**config.mk**
```make
export PLATFORM = sky130hd
export DESIGN_NAME = list_packer
export DESIGN_NICKNAME = d
export VERILOG_FILES = /design/src/rtl/list_pkg.sv /design/src/rtl/list_beat_fifo.sv /design/src/rtl/list_packer.sv
export SDC_FILE = /design/constraint.sdc
export NUM_CORES = 1
export LEC_CHECK = 0
export CAP_MARGIN = 10
export CORE_MARGIN = 1.5
export CORE_UTILIZATION = 50
export DETAILED_ROUTE_END_ITERATION = 12
export PLACE_DENSITY = 0.84
export SLEW_MARGIN = 20
export SYNTH_ARGS = -nofsm -noshare
export SYNTH_HDL_FRONTEND = slang
export SYNTH_SLANG_ARGS = --single-unit
export TNS_END_PERCENT = 5
```
**constraint.sdc**
```tcl
create_clock -name ACLK -period 4.2 [get_ports ACLK]
set_clock_uncertainty 0.15 [all_clocks]
set_input_delay 0.63 -clock ACLK [delete_from_list [all_inputs] [get_ports ACLK]]
set_output_delay 0.63 -clock ACLK [all_outputs]
set_load 0.005 [all_outputs]
```
**src/rtl/list_pkg.sv**
```systemverilog
// Shared types for the list-reading cache and the list packer.
// Elements are DW bits wide and FS of them form one DBW-bit stream beat.
// The word-count field exists only when LIST_PACKER_TKEEP_EN is defined.
package list_pkg;

  localparam int DW     = 32;
  localparam int DBW    = 256;
  localparam int FS     = DBW / DW;
  localparam int LANE_W = $clog2(FS);

  typedef logic [LANE_W-1:0]       lane_idx_t;
  typedef logic [LANE_W:0]         count_t;     // holds 1..FS
  typedef logic [FS-1:0][DW-1:0]   beat_t;

  typedef struct packed {
    beat_t  data;
    logic   last;
`ifdef LIST_PACKER_TKEEP_EN
    count_t n;
`endif
  } fifo_entry_t;

endpackage

```
**src/rtl/list_beat_fifo.sv**
```systemverilog
// Synchronous beat FIFO of fifo_entry_t with async active-low reset.
// DEPTH must be a power of two, so the pointers wrap without compare logic.
// The storage is reset to zero, which makes the head (and TDATA) read 0 after reset.
module list_beat_fifo
  import list_pkg::*;
#(
  parameter int DEPTH = 2
) (
  input  logic                     ACLK,
  input  logic                     ARESETn,
  input  logic                     push,
  input  fifo_entry_t              din,
  input  logic                     pop,
  output fifo_entry_t              dout,
  output logic                     full,
  output logic                     empty,
  output logic [$clog2(DEPTH):0]   count
);

  localparam int AW = $clog2(DEPTH);
  localparam logic [AW:0] FULL_N = DEPTH[AW:0];

  fifo_entry_t   mem [DEPTH];
  logic [AW-1:0] wr_ptr, rd_ptr;
  logic          push_ok, pop_ok;

  assign full    = (count == FULL_N);
  assign empty   = (count == '0);
  assign push_ok = push & ~full;
  assign pop_ok  = pop & ~empty;
  assign dout    = mem[rd_ptr];

  // Storage, pointers and occupancy; push and pop together leave count unchanged.
  always_ff @(posedge ACLK or negedge ARESETn) begin
    if (!ARESETn) begin
      wr_ptr <= '0;
      rd_ptr <= '0;
      count  <= '0;
      for (int i = 0; i < DEPTH; i++) mem[i] <= '0;
    end else begin
      if (push_ok) begin
        mem[wr_ptr] <= din;
        wr_ptr      <= wr_ptr + 1'b1;
      end
      if (pop_ok) rd_ptr <= rd_ptr + 1'b1;
      case ({push_ok, pop_ok})
        2'b10:   count <= count + 1'b1;
        2'b01:   count <= count - 1'b1;
        default: count <= count;
      endcase
    end
  end

endmodule

```
**src/rtl/list_packer.sv**
```systemverilog
// Packs DW-bit list elements into DBW-bit AXI4-Stream beats, marking list ends with TLAST.
// Optional feature: define LIST_PACKER_TKEEP_EN to add the TKEEP port (lane-granular byte enables).
// O_READY depends only on registered state, so there is no path from TREADY or I_VALID to it.
module list_packer
  import list_pkg::*;
#(
  parameter int BS = 2
) (
  input  logic             ACLK,
  input  logic             ARESETn,
  input  logic [DW-1:0]    IN,
  input  logic             I_VALID,
  input  logic             I_LAST,
  output logic             O_READY,
  output logic [DBW-1:0]   TDATA,
  output logic             TVALID,
  input  logic             TREADY,
  output logic             TLAST,
`ifdef LIST_PACKER_TKEEP_EN
  output logic [DBW/8-1:0] TKEEP,
`endif
  output logic [3:0]       TDEST,
  output logic [7:0]       TID,
  output logic [DBW-1:0]   TUSER
);

  logic                 run_q;     // low during reset, high from the first edge after release
  lane_idx_t            idx_q;
  beat_t                asm_q;
  beat_t                beat_nxt;
  fifo_entry_t          push_e, head;
  logic                 accept, close, pop;
  logic                 full, empty;
  logic [$clog2(BS):0]  fcount;

  assign O_READY = run_q & ~full;
  assign accept  = I_VALID & O_READY;
  assign close   = accept & ((idx_q == lane_idx_t'(FS-1)) | I_LAST);

  // Assembly register with the incoming word dropped into its lane.
  always_comb begin
    beat_nxt        = asm_q;
    beat_nxt[idx_q] = IN;
    push_e          = '0;
    push_e.data     = beat_nxt;
    push_e.last     = I_LAST;
`ifdef LIST_PACKER_TKEEP_EN
    push_e.n        = count_t'(idx_q) + count_t'(1);
`endif
  end

  // Packing counter and assembly register; a closed beat leaves a clean, zeroed register.
  always_ff @(posedge ACLK or negedge ARESETn) begin
    if (!ARESETn) begin
      run_q <= 1'b0;
      idx_q <= '0;
      asm_q <= '0;
    end else begin
      run_q <= 1'b1;
      if (accept) begin
        if (close) begin
          idx_q <= '0;
          asm_q <= '0;
        end else begin
          idx_q <= idx_q + 1'b1;
          asm_q <= beat_nxt;
        end
      end
    end
  end

  list_beat_fifo #(.DEPTH(BS)) u_fifo (
    .ACLK    (ACLK),
    .ARESETn (ARESETn),
    .push    (close),
    .din     (push_e),
    .pop     (pop),
    .dout    (head),
    .full    (full),
    .empty   (empty),
    .count   (fcount)
  );

  assign TVALID = (fcount != '0);
  assign pop    = ~empty & TREADY;
  assign TDATA  = head.data;
  assign TLAST  = head.last;
  assign TDEST  = '0;
  assign TID    = '0;
  assign TUSER  = '0;

`ifdef LIST_PACKER_TKEEP_EN
  // Every byte of a lane below the beat's word count is kept.
  for (genvar k = 0; k < FS; k++) begin : g_keep
    assign TKEEP[k*(DW/8) +: DW/8] = {(DW/8){count_t'(k) < head.n}};
  end
`endif

endmodule

```
Word-level counts from Yosys, hierarchy flattened:

Cells that the tools add are included.
Widths: inputs -> output; s select.

* flip-flop bits (word level): 778
* input port bits: 37

* add/sub/neg operators: 5
* $lt $le $gt $ge: 5
* equal/unequal tests: 4
* multiplexer cells: 12
* bitwise logic cells: 11
* reduce and logical (&&, ||, !) cells: 5

Operator list (number)
* $mux 257: 4
* $bwmux 514: 1
* $demux 257 s1: 1
* $bwmux 256: 1
* $mux 256: 1
* $demux 32 s3: 1
* $mux 32: 1
* $and 1x1->1: 6
* $eq 2x2->1 const B: 2
* $ge 2x2->1 const B: 2
* $lt 3x4->1 const B: 1
* $not 1->2: 2
* $pmux 2 s2: 1
* $reduce_bool 2->1: 2
* $add 3x1->3 const B: 1
* $eq 3x3->1 const B: 1
* $ge 3x1->1 const B: 1
* $mux 3: 1
* $add 1x1->1 const B: 2
* $add 2x1->2 const B: 1
* $eq 2x1->1 const B: 1
* $logic_and 1x1->1: 2
* $logic_not 2->1: 1
* $lt 2x1->1 const B: 1
* other kinds (3): 4

Logic depth before layout (Yosys ltp):

Gate-level depths: netlist of run 1.

* depth in word-level cells: 8
* gate-level depth with buffers: 9
* depth with buffers taken out: 8

Cells and area by module:

Synthesis of run 1 repeated with hierarchy kept, for this count alone.

* cell total of the unflattened synthesis: 2759
* area total of the unflattened synthesis: 37143.1 um^2

Modules (own cells, without submodules)
* list_beat_fifo: instances 1, cells each 1389, area an instance 22389.0 um^2, seq. area each 12962.4 um^2
* list_packer: instances 1, cells each 1370, area an instance 14754.2 um^2, seq. area each 6506.2 um^2

Worst setup path after synthesis of run 1:

No wires, ideal clock.

* path kind: flip-flop to output port
* from: register u_fifo.rd_ptr
* to: output TDATA[164]
* arrival: 1.554 ns
* data required time: 3.420 ns
* path slack: 1.866 ns
* stages on the path, launching flop included: 5
* cell sequence: dfrtp_1 > clkbuf_1 > clkbuf_1 > clkbuf_1 > mux2_2

* word-level cells in the longest chain between the ends: 4

Ends and longest elaborated chain
* start, declared: line list_beat_fifo.sv:24 `logic [AW-1:0] wr_ptr, rd_ptr;`
* start signal, assigned: line list_beat_fifo.sv:45 `if (pop_ok) rd_ptr <= rd_ptr + 1'b1;`
* $not 1->2 (not written as such): line list_beat_fifo.sv:31 `assign dout = mem[rd_ptr];`
* $mux 257 (not written as such) (3 in series): line list_beat_fifo.sv:31
* end, declared: line list_packer.sv:15 `output logic [DBW-1:0] TDATA,`

No other way between the ends. The select of a mux whose other input is x is not followed.

Worst setup path after layout of run 1:

* from: register u_fifo.rd_ptr
* to: output TDATA[194]

The elaborated chain is that of the path after synthesis.

==> key figures, run 1 <==
Logic synthesis
  – Most common cell in the netlist: mux2_2
  – Synthesized cell area: 37000 um^2
  – Synth area leaders: dfrtp_1 53%, mux2_2 25%, o2bb2ai_1 6.1%
  – Synthesized area per cell: 14.2 um^2
  – #FFs+latches synth: 778
  – Post-synth EDFFs: 0
  – Async SR Flop Fraction: 1.00
  – Seq/Total Area, Yosys: 0.526
  – Ys Warns: 0
  – Predominant post-synthesis flop cell: dfrtp_1
  – Synth Instances: 2597
  – Area leader, netlist: dfrtp_1
  – Leading cell types by count after synthesis: 832 x mux2_2, 778 x dfrtp_1, 280 x buf_4, 256 x o2bb2ai_1, 196 x mux2_1
  – Synth unique cells: 33
  – Share of the synthesized area in the top cell type: 0.526

STA
  – Final Hold Vio Count: 0
  – Final setup fails: 0
  – Final min period: 3580 ps
  – Period utilisation layout: 0.853
  – Max_slew headroom: 0.242
  – RSZ-0062 raised after global routing: false
  – Achievable Freq: 279 MHz
  – WHS: 323 ps
  – Setup_tns: 0 ps
  – Slew @ Worst Pin: 1140 ps
  – Max-slew violation count: 0

Clocking
  – Num Clock Sinks: 778
  – Cts repair resizes: 0
  – CTS tree: done
  – Worst-path clk slew: 70 ps
  – H-tree depth: 3
  – Hold_buf cts: 1
  – Max Root-Sink Buffers: 3
  – Setup Buffers After CTS: 0
  – TritonCTS Buffers: 77
  – Worst-skew pair later-pin latency: 640 ps
  – Clk Tree Root Cell: clkbuf_16

Pwr
  – PwrDens: 607 nW/um^2
  – Internal: 17800 uW
  – Clk network pwr share: 0.280
  – Total Power: 25900 uW
  – Switch Pwr: 8010 uW
  – Static Leak: 0.0202 uW
  – Sequential share of power: 0.393
  – Part of the power in combinational logic: 0.328
  – Switching part of the total power: 0.310
  – Worst vdd ir: 0.477 mV

Detailed routing
  – Routed WL: 100 mm
  – Via count: 22647
  – Drt initial violations: 1582
  – DR pass1 iterations: 12
  – Post-detailed-route count of antenna-violating nets: 0
  – Vias per inst: 5.84
  – Drt wl/cell: 25.9 um
  – DRC Markers: 34

Floorplan
  – Ports: 564
  – DIE HEIGHT: 275 um
  – Die area: 75600 um^2
  – Initial Utilization: 0.506
  – Die Wd: 275 um
  – Row count: 99
  – Core box area: 73100 um^2

Setup path
  – CP Capture Type: output pin
  – Worst Setup SP: u_fifo.rd_ptr
  – CP Launch Type: register
  – Worst r2r src: idx_q[0]
  – WS Path Type: register to output pin
  – Worst path required time: 3420 ps
  – Critical path capture point: TDATA[194]
  – Reg2reg path depth: 3
  – R2R Path End: asm_q[234]
  – Largest fanout on the critical path: 71
  – CP arrival: 2800 ps
  – Worst R2R Setup Slack: 960 ps

Layout
  – Nets: 2894
  – Multi-input gate area: 15600 um^2
  – Fill count: 5499
  – Synthesis-to-finish area growth: 15.0%
  – Share of cells above drive strength 1: 0.361
  – Register Area: 19500 um^2
  – Fin cells: 3876

Run status
  – Failing checks: DRC
  – Status: finished, violations left

GRT
  – Global Route Usage Sum: 0.263
  – Vias in the first global route: 24218
  – First-pass GRT wire length: 152 mm
  – Largest net degree at the start of global routing: 98
  – Antenna violations before repair: 3
  – GRT overflow: 0

Min path
  – HP Class: input port to register
  – Hold Crit Depth: 4

Placement
  – RD Place Congestion: 0.836
  – Placed instance count: 3733
  – PortBufs: 295
  – Detailed Place HPWL: 63.9 mm

Run
  – MaxCap Viol Count: 0
-- power by group through the flow --
| stage | logic (uW) | clock network (uW) | registers [uW] |
|---|---|---|---|
| global placement | 8170 | 0 | 10100 |
| detailed placement | 8400 | 0 | 10200 |
| floorplan | 5210 | 0 | 9800 |
| global route | 8940 | 7620 | 10300 |
| CTS | 8500 | 7320 | 10100 |
| finish | 8470 | 7230 | 10200 |
-- kinds of logic after synthesis --
| group | after synthesis | synth area share |
|---|---|---|
| adders and majority gates | 3 | 0.00101 |
| xor gates and xnor gates | 5 | 0.00118 |
| buffers and inverters | 447 | 0.0834 |
| other | 2 | 0.000203 |
| DFF | 778 | 0.526 |
| AOI/OAI and AO/OA | 270 | 0.0636 |
| muxes | 1028 | 0.313 |
| and+or+nand+nor | 64 | 0.0116 |
-- state kept, by name (all words and copies together), names as in the netlist --
| register | count |
|---|---|
| u_fifo.mem | 514 |
| run_q | 1 |
| idx_q | 3 |
| u_fifo.count | 2 |
| asm_q | 256 |
| u_fifo.rd_ptr | 1 |
| u_fifo.wr_ptr | 1 |
-- cells in the final DEF (no fill, tap or decap), drive strengths merged, types with 2 or more instances in the layout --
| cell type | n |
|---|---|
| clkinvlp | 6 |
| nor3b | 3 |
| xnor2 | 3 |
| nand2 | 8 |
| nand3b | 3 |
| bufinv | 7 |
| dfrtp | 778 |
| or2 | 4 |
| clkinv | 15 |
| nand4 | 33 |
| conb | 269 |
| clkbuf | 109 |
| ha | 3 |
| inv | 6 |
| xor2 | 2 |
| clkdlybuf4s50 | 293 |
| o21ai | 3 |
| o31ai | 2 |
| a2111o | 2 |
| nor2 | 4 |
| nor4 | 2 |
| o2111ai | 6 |
| mux2 | 1028 |
| o2bb2ai | 256 |
| buf | 62 |
-- cell type report --
| type | instances | area share |
|---|---|---|
| Antenna cell | 1 | 0.0000588 |
| Inverter | 2 | 0.000176 |
| Multi-Input combinational cell | 1639 | 0.367 |
| Sequential cell | 778 | 0.458 |
| Clock buffer | 109 | 0.0534 |
| Timing Repair Buffer | 356 | 0.0850 |
| Clock inverter | 32 | 0.00903 |
| Tap cell | 959 | 0.0282 |
-- worst max-delay path, stage by stage, from the launching register on --
cell and delay [ps]:
dfrtp_4 700, buf_12 380, mux2_2 390, clkdlybuf4s50_1 580
-- metal layers --
metal	routed length, um	GRT usage	part of all wire	up-vias
met3	6820	0.0497	0.068	211
met4	4280	0.123	0.043	4
met1	40700	0.346	0.41	11936
li1	-	-	-	9453
met5	27	0	0.00027	-
met2	48600	0.424	0.48	1043
-- worst min-delay path by stage --
stage | startpoint | to
final | I_VALID | idx_q[1]
after floorplan | ARESETn | asm_q[0]
after global routing | I_VALID | idx_q[1]
after global placement | u_fifo.mem[70] | u_fifo.mem[70]
after detailed placement | u_fifo.mem[203] | u_fifo.mem[203]
after CTS | I_VALID | idx_q[1]
-- per-stage QoR --
step / utilization / instance area [um^2] / setup WS [ps]
CTS: 0.582 / 42600 / 566
global placement: 0.545 / 39900 / 971
finish: 0.582 / 42600 / 619
detailed placement: 0.546 / 39900 / 854
global route: 0.582 / 42600 / 541
floorplan: - / 38000 / 1870
Power figures use the tool's default switching activity.
==> run 2, diff against run 1 <==
--- a/config.mk
+++ b/config.mk
@@ -10,6 +10,7 @@
 export CORE_UTILIZATION = 50
 export DETAILED_ROUTE_END_ITERATION = 12
 export PLACE_DENSITY = 0.84
+export SKIP_CTS_REPAIR_TIMING = 1
 export SLEW_MARGIN = 20
 export SYNTH_ARGS = -nofsm -noshare
 export SYNTH_HDL_FRONTEND = slang
==> run 2 against run 1 <==
The run still ends with DRC left. Register-to-register slack barely moved. Clock power about the same. Hold slack unchanged. Highest routed layer unchanged. Largest cell class unchanged. Global-route usage unchanged. Utilization did not move. Die area did not move.
==> key figures, run 2 (synthesized netlist as in run 1, its figures left out) <==
Pwr
  – PwrDens: 607 nW/um^2 (unchanged)
  – Worst vdd ir: 0.477 mV (unchanged)
  – Static Leak: 0.0202 uW (unchanged)

Floorplan
  – DIE HEIGHT: 275 um (unchanged)
  – Ports: 564 (unchanged)
  – Die area: 75600 um^2 (unchanged)
  – Core box area: 73100 um^2 (unchanged)
  – Die Wd: 275 um (unchanged)
  – Row count: 99 (unchanged)
  – Initial Utilization: 0.506 (unchanged)

Min path
  – Hold path startpoint: I_VALID
  – Hold Crit Depth: 4 (unchanged)
  – Worst hold path endpoint: idx_q[1]
  – HP Class: input port to register

Clocking
  – Worst-skew pair later-pin latency: 640 ps (about the same)
  – Max Root-Sink Buffers: 3 (unchanged)
  – Clk Tree Root Cell: clkbuf_16
  – TritonCTS Buffers: 77 (unchanged)
  – Worst-path clk slew: 70 ps (about the same)
  – H-tree depth: 3 (unchanged)
  – Num Clock Sinks: 778 (unchanged)
  – CTS tree: done

Detailed routing
  – DR pass1 iterations: 12 (unchanged)
  – DRC Markers: 34 (unchanged)
  – Post-detailed-route count of antenna-violating nets: 0 (unchanged)
  – Vias per inst: 5.84 (unchanged)
  – Via count: 22647 (unchanged)
  – Drt wl/cell: 25.9 um (about the same)
  – Routed WL: 100 mm (about the same)
  – Drt initial violations: 1582 (unchanged)

Layout
  – Top flop regs: u_fifo.mem x514, asm_q x256, idx_q x3
  – Nets: 2894 (unchanged)
  – Post-route cell area: 42600 um^2 (unchanged)
  – Commonest non-fill, non-tap cell in the layout: mux2_2
  – Share of cells above drive strength 1: 0.361 (unchanged)
  – Most flops, register: u_fifo.mem
  – Most frequent cells in the layout: 832 x mux2_2, 776 x dfrtp_1, 293 x clkdlybuf4s50_1
  – Max reg flops: 514 (unchanged)
  – Synthesis-to-finish area growth: 15.0% (unchanged)

GRT
  – GRT overflow: 0 (unchanged)
  – Vias in the first global route: 24216 (-0.0083%)
  – Antenna violations before repair: 3 (unchanged)
  – Global Route Usage Sum: 0.263 (unchanged)
  – Largest net degree at the start of global routing: 98 (unchanged)
  – First-pass GRT wire length: 152 mm (unchanged)

Setup path
  – CP Capture Type: output pin
  – Cell Chain, Critical Path: buf_12 -> mux2_2 -> clkdlybuf4s50_1
  – Worst path required time: 3420 ps (about the same)
  – Slowest-stage cell, CP: dfrtp_4
  – R2R Path End: asm_q[234]
  – Max incr delay on CP: 700 ps (about the same)
  – CP Launch Type: register
  – Reg2reg path depth: 3 (unchanged)
  – Worst r2r src: idx_q[0]
  – Worst R2R Setup Slack: 960 ps (about the same)
  – WS Path Type: register to output pin
  – Largest fanout on the critical path: 71 (unchanged)
  – CP arrival: 2800 ps (about the same)

Run status
  – Status: finished, violations left
  – Failing checks: DRC

STA
  – Period utilisation layout: 0.853 (unchanged)
  – Final setup fails: 0 (unchanged)
  – Slew @ Worst Pin: 1140 ps (unchanged)
  – PnR worst setup slack: 619 ps (unchanged)
  – Max-slew violation count: 0 (unchanged)
  – Final min period: 3580 ps (unchanged)
  – Max_slew headroom: 0.242 (unchanged)
  – Final Hold Vio Count: 0 (unchanged)
  – Achievable Freq: 279 MHz (unchanged)
  – Setup_tns: 0 ps (unchanged)
  – RSZ-0062 raised after global routing: false

Placement
  – PortBufs: 295 (unchanged)
  – Detailed Place HPWL: 63.9 mm (unchanged)
  – Dpl cell area: 39900 um^2 (unchanged)
  – RD Place Congestion: 0.836 (unchanged)
  – Worst slack at placement: 854 ps (unchanged)

Run
  – MaxCap Viol Count: 0 (unchanged)
==> run 2: critical path, delay by kind of cell, from the launching register on <==
kind                   cells  cell delay, ps
buffers and inverters      2             960
DFF                        1             700
muxes                      1             390
==> run 2: where the power goes <==
group          leakage, uW  internal, uW  switching, uW
clock              0.00130          4220           3010
sequential          0.0106          9160            991
combinational      0.00830          4460           4010
total               0.0202         17800           8010
==> run 2: through the flow <==
stage               power [uW]   util  hold WS (ps)  cells
finish                   25900  0.582           323   3876
CTS                      25900  0.582         -57.6   3874
global route             26900  0.582           339   3876
global placement         18300  0.545           311   3731
floorplan                15000      -           184   2864
detailed placement       18600  0.546           318   3733
==> run 2: layer usage <==
metal	wire (um)	track usage	vias to the layer above
met5	27	0	-
met4	4280	0.123	4
met3	6820	0.0497	211
met2	48600	0.424	1043
met1	40700	0.346	11936
li1	-	-	9453
==> run 2: how the worst max path moves through the flow <==
stage,cells after the start,startpoint,end,slack (ps)
global route,3,u_fifo.rd_ptr,TDATA[194],540
CTS,3,u_fifo.rd_ptr,TDATA[194],570
floorplan,4,u_fifo.rd_ptr,TDATA[164],1870
detailed placement,5,I_LAST,asm_q[91],850
global placement,4,I_LAST,asm_q[250],970
finish,3,u_fifo.rd_ptr,TDATA[194],620
==> run 2: layout make-up <==
| class | instances | area, um^2 |
|---|---|---|
| flip-flops and latches | 778 | 19500 |
| diodes | 1 | 2.50 |
| multi-input cells | 1639 | 15600 |
| repair buffers | 356 | 3620 |
| well taps | 959 | 1200 |
| inverters | 2 | 7.51 |
| clock buffers | 109 | 2270 |
| fillers | 5501 | 30500 |
| clock inverters | 32 | 384 |
